[src/rtl/micro_core_param.sv]
// Parameterised accumulator micro-core: 16-opcode ISA, one instruction per cycle,
// call stack with sticky over/underflow flag and a hardware loop counter.
module micro_core_param #(
    parameter int DW = 4,
    parameter int PW = 8,
    parameter int SD = 4
) (
    input  logic          clk,
    input  logic          reset,
    input  logic          stall,
    input  logic [DW+3:0] pm_data,
    input  logic [DW-1:0] i_pins,
    output logic [PW-1:0] pm_address,
    output logic [PW-1:0] pc,
    output logic [DW+3:0] ir,
    output logic [DW-1:0] acc,
    output logic [DW-1:0] o_reg,
    output logic          zero_flag,
    output logic          carry_flag,
    output logic          halted,
    output logic          stack_err
);

    localparam int SPW = $clog2(SD + 1);

    typedef enum logic [3:0] {
        OP_NOP  = 4'h0,
        OP_LDI  = 4'h1,
        OP_ADD  = 4'h2,
        OP_SUB  = 4'h3,
        OP_AND  = 4'h4,
        OP_XOR  = 4'h5,
        OP_IN   = 4'h6,
        OP_OUT  = 4'h7,
        OP_JMP  = 4'h8,
        OP_JNZ  = 4'h9,
        OP_CALL = 4'hA,
        OP_RET  = 4'hB,
        OP_LDL  = 4'hC,
        OP_DJNZ = 4'hD,
        OP_NOP2 = 4'hE,
        OP_HALT = 4'hF
    } op_e;

    op_e            op;
    logic [DW-1:0]  imm;
    logic [PW-1:0]  pc_inc;
    logic [PW-1:0]  target;
    logic [DW:0]    sum;
    logic [DW:0]    diff;
    logic [DW-1:0]  lc;
    logic [SPW-1:0] sp;
    logic           run;
    logic           stk_full;
    logic           stk_empty;
    logic           push_en;

    // Sized to a power of two so sp indexes it without width games.
    logic [PW-1:0]  stack [0:(1<<SPW)-1];

    assign op        = op_e'(pm_data[DW+3:DW]);
    assign imm       = pm_data[DW-1:0];
    assign pc_inc    = pc + PW'(1);
    assign sum       = {1'b0, acc} + {1'b0, imm};
    assign diff      = {1'b0, acc} - {1'b0, imm};
    assign run       = !stall && !halted;
    assign stk_full  = (sp == SPW'(SD));
    assign stk_empty = (sp == '0);
    assign push_en   = reset && run && (op == OP_CALL) && !stk_full;
    assign pm_address = pc;

    generate
        if (PW == DW) begin : g_tgt_flat
            assign target = imm;
        end else begin : g_tgt_page
            assign target = {pc[PW-1:DW], imm};
        end
    endgenerate

    always_ff @(posedge clk) begin
        if (push_en) begin
            stack[sp] <= pc_inc;
        end
    end

    always_ff @(posedge clk or negedge reset) begin
        if (!reset) begin
            pc         <= '0;
            ir         <= '0;
            acc        <= '0;
            o_reg      <= '0;
            lc         <= '0;
            sp         <= '0;
            zero_flag  <= 1'b0;
            carry_flag <= 1'b0;
            halted     <= 1'b0;
            stack_err  <= 1'b0;
        end else if (run) begin
            ir <= pm_data;
            pc <= pc_inc;
            unique case (op)
                OP_LDI: begin
                    acc       <= imm;
                    zero_flag <= (imm == '0);
                end
                OP_ADD: begin
                    acc        <= sum[DW-1:0];
                    carry_flag <= sum[DW];
                    zero_flag  <= (sum[DW-1:0] == '0);
                end
                OP_SUB: begin
                    acc        <= diff[DW-1:0];
                    carry_flag <= diff[DW];
                    zero_flag  <= (diff[DW-1:0] == '0);
                end
                OP_AND: begin
                    acc       <= acc & imm;
                    zero_flag <= ((acc & imm) == '0);
                end
                OP_XOR: begin
                    acc       <= acc ^ imm;
                    zero_flag <= ((acc ^ imm) == '0);
                end
                OP_IN: begin
                    acc       <= i_pins;
                    zero_flag <= (i_pins == '0);
                end
                OP_OUT: o_reg <= acc;
                OP_JMP: pc <= target;
                OP_JNZ: begin
                    if (!zero_flag) pc <= target;
                end
                OP_CALL: begin
                    if (!stk_full) begin
                        sp <= sp + SPW'(1);
                        pc <= target;
                    end else begin
                        stack_err <= 1'b1;
                    end
                end
                OP_RET: begin
                    if (!stk_empty) begin
                        pc <= stack[sp - SPW'(1)];
                        sp <= sp - SPW'(1);
                    end else begin
                        stack_err <= 1'b1;
                    end
                end
                OP_LDL: lc <= imm;
                // Test-before-decrement: LDL n gives n extra loop passes.
                OP_DJNZ: begin
                    if (lc != '0) begin
                        lc <= lc - DW'(1);
                        pc <= target;
                    end
                end
                OP_HALT: begin
                    halted <= 1'b1;
                    pc     <= pc;
                end
                OP_NOP, OP_NOP2: ;
            endcase
        end
    end

endmodule

[config.mk]
export PLATFORM = sky130hd
export DESIGN_NAME = micro_core_param
export DESIGN_NICKNAME = d
export VERILOG_FILES = /design/src/rtl/micro_core_param.sv
export SDC_FILE = /design/constraint.sdc
export NUM_CORES = 1
export LEC_CHECK = 0
export CORE_MARGIN = 2
export CORE_UTILIZATION = 50
export DETAILED_ROUTE_END_ITERATION = 10
export PLACE_DENSITY_LB_ADDON = 0.1
export SLEW_MARGIN = 10
export SYNTH_ARGS = -nofsm -noshare
export SYNTH_HDL_FRONTEND = slang
export SYNTH_SLANG_ARGS = --single-unit
[constraint.sdc]
create_clock -name clk -period 8.1 [get_ports clk]
set_clock_uncertainty 0.2 [all_clocks]
set_input_delay 0.81 -clock clk [delete_from_list [all_inputs] [get_ports clk]]
set_output_delay 0.81 -clock clk [all_outputs]
set_load 0.01 [all_outputs]
==> results by group <==
Logic synthesis
  • Synthesized cell area: 5000 sq um
  • Gate Count Post-Synth: 379
  • Yosys top cell area share: 38.4%
  • Post-synth EDFFs: 64
  • YS warnings: 0
  • Yosys reg bits: 99
  • Top cells by area, synth: edfxtp_1 (38%), dfrtp_1 (18%), mux2_2 (4.3%)
  • Most used DFF post-synth: edfxtp_1
  • Largest area contributor in the netlist: edfxtp_1
  • Yosys cell types: 60
  • Post-synthesis sequential area ratio: 56.0%
  • Synth async-reset ratio: 35.4%
  • Mean post-synth cell area: 13.2 sq um
  • Syn Nets: 409

Floorplan
  • Die Width: 104 um
  • Die area: 10800 sq um
  • Cell Rows: 36
  • DIE HEIGHT: 104 um
  • Initial Util: 51.4%
  • I/O Pins: 51
  • Core area: 9730 sq um

STA
  • Worst rel slew slack: 21.3%
  • Final Setup Violations: 0
  • Worst-margin pin slew: 1.17 ns
  • Fmax: 0.263 GHz
  • Fin worst setup slack: 4.30 ns
  • RSZ-0062 raised after global routing: false
  • Final Hold Viols: 0
  • Fin Setup TNS: 0 ns
  • Crit path time final: 3.80 ns
  • Final Max Slew Viols: 0
  • Final Cycle Share: 46.9%
  • Final hold slack: 0.280 ns

Placement
  • PortBufs: 50
  • Placed Cells: 540
  • GP Congestion: 0.880
  • DP Wirelength: 7760 um
  • Pre-CTS setup slack: 3.88 ns

Pwr
  • Power Total: 0.00189 W
  • Max rail drop VDD: 0.146 mV
  • Leakage Power: 2.10 nW
  • PwrDens: 330 nW/um^2

Finish
  • Top Registers: stack: 64 flops, ir: 8 flops, pc: 8 flops
  • Area Overhead vs Synth: 14.1%
  • Share of cells above drive strength 1: 12.8%
  • Final std cells w/o fill: 555
  • Top reg by flops: stack
  • FILL cells: 830
  • N_diodes: 0
  • Largest register FFs: 64
  • Nets: 448

Worst setup path
  • Critical Path End: stack[1][3]$_DFFE_PP_
  • Crit path launch type: input port
  • Setup crit start: pm_data[5]
  • FF-to-FF End: stack[1][3]$_DFFE_PP_
  • WP data required: 7.88 ns
  • Worst reg2reg path startpoint: sp[0]$_DFFE_PN0P_
  • Worst R2R Path Depth: 5
  • Crit end category: register
  • CP max FO: 22
  • Worst EP arrival: 3.58 ns
  • Critical path class: in -> reg
  • Reg2Reg Setup Slack: 4.35 ns

Clock network
  • CTS resizes: 0
  • CTS max path bufs: 2
  • Total CTS buffers: 9
  • Clock Latency Late Sink: 0.36 ns
  • Htree depth: 3
  • Cts hold-fix bufs: 0
  • Clk slew on worst S/H paths: 0.10 ns
  • CTS root buf: clkbuf_8
  • CTS tree: done
  • Post-CTS Setup Repair Bufs: 0
  • Clk sinks: 99

Detailed routing
  • ANT nets after route: 0
  • Routed WL: 11000 um
  • Wirelength per Cell: 19.8 um
  • DRT Pass-1 Iters: 4
  • Via Count: 3221
  • Violation count after the first detailed-route iteration: 214
  • # DRC: 0
  • Via density: 5.80

Global route
  • Largest net degree at the start of global routing: 38
  • Grt total ovfl: 0
  • Grt met2 use: 29.3%
  • Global-route wire length before repair: 17800 um
  • GRT met3 Usage: 4.45%
  • Number of global-route vias before repair: 3170
  • Total track usage: 21.3%
  • Antenna violations before repair: 0
  • Met1 GRT Util: 34.2%
  • Most Crowded Layer GR: met1

Hold path
  • Min-Delay Path Class: in -> async

Run status
  • Outcome: complete, no violations

Run
  • Max cap viols: 0
==> power by group <==
group          internal [W]  leakage (nW)  switching (W)
combinational      0.000407          1.00       0.000393
clock              0.000114        0.0904       0.000177
sequential         0.000676          1.01       0.000118
total               0.00120          2.10       0.000688
==> Yosys cell counts (2+ instances only) <==
cell       count
clkbuf_1       4
nand4_1        5
buf_1          2
nand2b_1       6
nor2_1        23
a21oi_1        9
o21a_1         2
a22oi_1        4
a32oi_1        2
o2111ai_1      2
xnor2_1        9
a221oi_1       6
xor2_1         6
buf_6          2
nand4b_1       2
nand3_1        6
ha_1          13
dfrtp_1       35
a31oi_1        3
fa_1           2
mux4_2         8
buf_4          8
a22o_1        10
nor3_1        10
nand2_1       21
mux4_1         8
edfxtp_1      64
nor2b_1        6
inv_1         21
o21ai_0       15
o22ai_1        5
o21bai_1       4
and3_1         3
buf_2          8
mux2i_1        2
mux2_2        19
==> cell usage in the layout, fill, tap and decap left out, types with 2 or more instances in the layout <==
| master | Yosys | routed |
|---|---|---|
| edfxtp_1 | 64 | 64 |
| inv_1 | 21 | 21 |
| ha_1 | 13 | 13 |
| o21ai_0 | 15 | 15 |
| a32oi_1 | 2 | 2 |
| nor2_1 | 23 | 23 |
| a22oi_1 | 4 | 4 |
| and3_1 | 3 | 3 |
| buf_4 | 8 | 3 |
| nand2_1 | 21 | 21 |
| o22ai_1 | 5 | 5 |
| clkdlybuf4s50_1 | 0 | 49 |
| xor2_1 | 6 | 6 |
| o21a_1 | 2 | 2 |
| inv_6 | 0 | 3 |
| o21bai_1 | 4 | 4 |
| clkbuf_8 | 0 | 9 |
| fa_1 | 2 | 2 |
| nand4_1 | 5 | 5 |
| xnor2_1 | 9 | 9 |
| a21oi_1 | 9 | 9 |
| dfrtp_1 | 35 | 35 |
| mux4_2 | 8 | 8 |
| clkinv_4 | 0 | 2 |
| mux4_1 | 8 | 8 |
| a22o_1 | 10 | 10 |
| nand4b_1 | 2 | 2 |
| nor3_1 | 10 | 10 |
| a31oi_1 | 3 | 3 |
| o2111ai_1 | 2 | 2 |
| a221oi_1 | 6 | 6 |
| mux2i_1 | 2 | 2 |
| nand2b_1 | 6 | 6 |
| nand3_1 | 6 | 6 |
| mux2_2 | 19 | 19 |
| nor2b_1 | 6 | 6 |
==> per-stage QoR <==
step / cell area, sq um / utilization [%]
2_1_floorplan: 5000 / -
3_3_place_gp: 5530 / 56.9
3_5_place_dp: 5530 / 56.9
4_1_cts: 5710 / 58.6
5_1_grt: 5710 / 58.6
6_report: 5710 / 58.6
==> worst max-delay path: stages <==
cell and delay, ns:
clkdlybuf4s50_1 0.96, nand2b_1 0.22, a211oi_2 0.36, nand4_1 0.23
nor3_1 0.99
==> cell type report <==
| cell class | instances | area (sq um) | share of cell area, % |
|---|---|---|---|
| inverter | 21 | 78.8 | 1.38 |
| timing repair buffer | 53 | 518 | 9.08 |
| clock inverter | 6 | 48.8 | 0.855 |
| multi-input combinational | 234 | 1970 | 34.6 |
| clock buffer | 9 | 124 | 2.17 |
| sequential | 99 | 2800 | 49.0 |
| tap | 133 | 166 | 2.92 |
==> worst min path at each step <==
stage                                     from                   end  slack (ns)  depth (start not counted)
final                                    reset  o_reg[1]$_DFFE_PN0P_        0.28                          2
after global routing                     reset  o_reg[0]$_DFFE_PN0P_        0.31                          2
after CTS                                reset  o_reg[0]$_DFFE_PN0P_        0.28                          2
after detailed placement  o_reg[1]$_DFFE_PN0P_  o_reg[1]$_DFFE_PN0P_        0.28                          2
after global placement    o_reg[0]$_DFFE_PN0P_  o_reg[0]$_DFFE_PN0P_        0.26                          2
after floorplan              lc[3]$_DFFE_PN0P_     lc[3]$_DFFE_PN0P_        0.29                          2
==> cells by family (layout without fill, tap and decap cells) <==
group,Yosys count,after routing,synth area share (%)
compound gates,71,71,9.94
xor+xnor,15,15,2.63
fa+ha+maj,15,15,4.06
buf+inv,46,89,4.58
flops,99,99,56.0
mux,38,38,12.8
simple gates,95,95,10.0
==> per-layer routing <==
layer | part of all wire, % | up-vias
met5 | 0 | -
met4 | 0.45 | 0
met3 | 6.6 | 5
met2 | 43 | 103
met1 | 50 | 1608
li1 | - | 1505
Power figures use the tool's default switching activity.
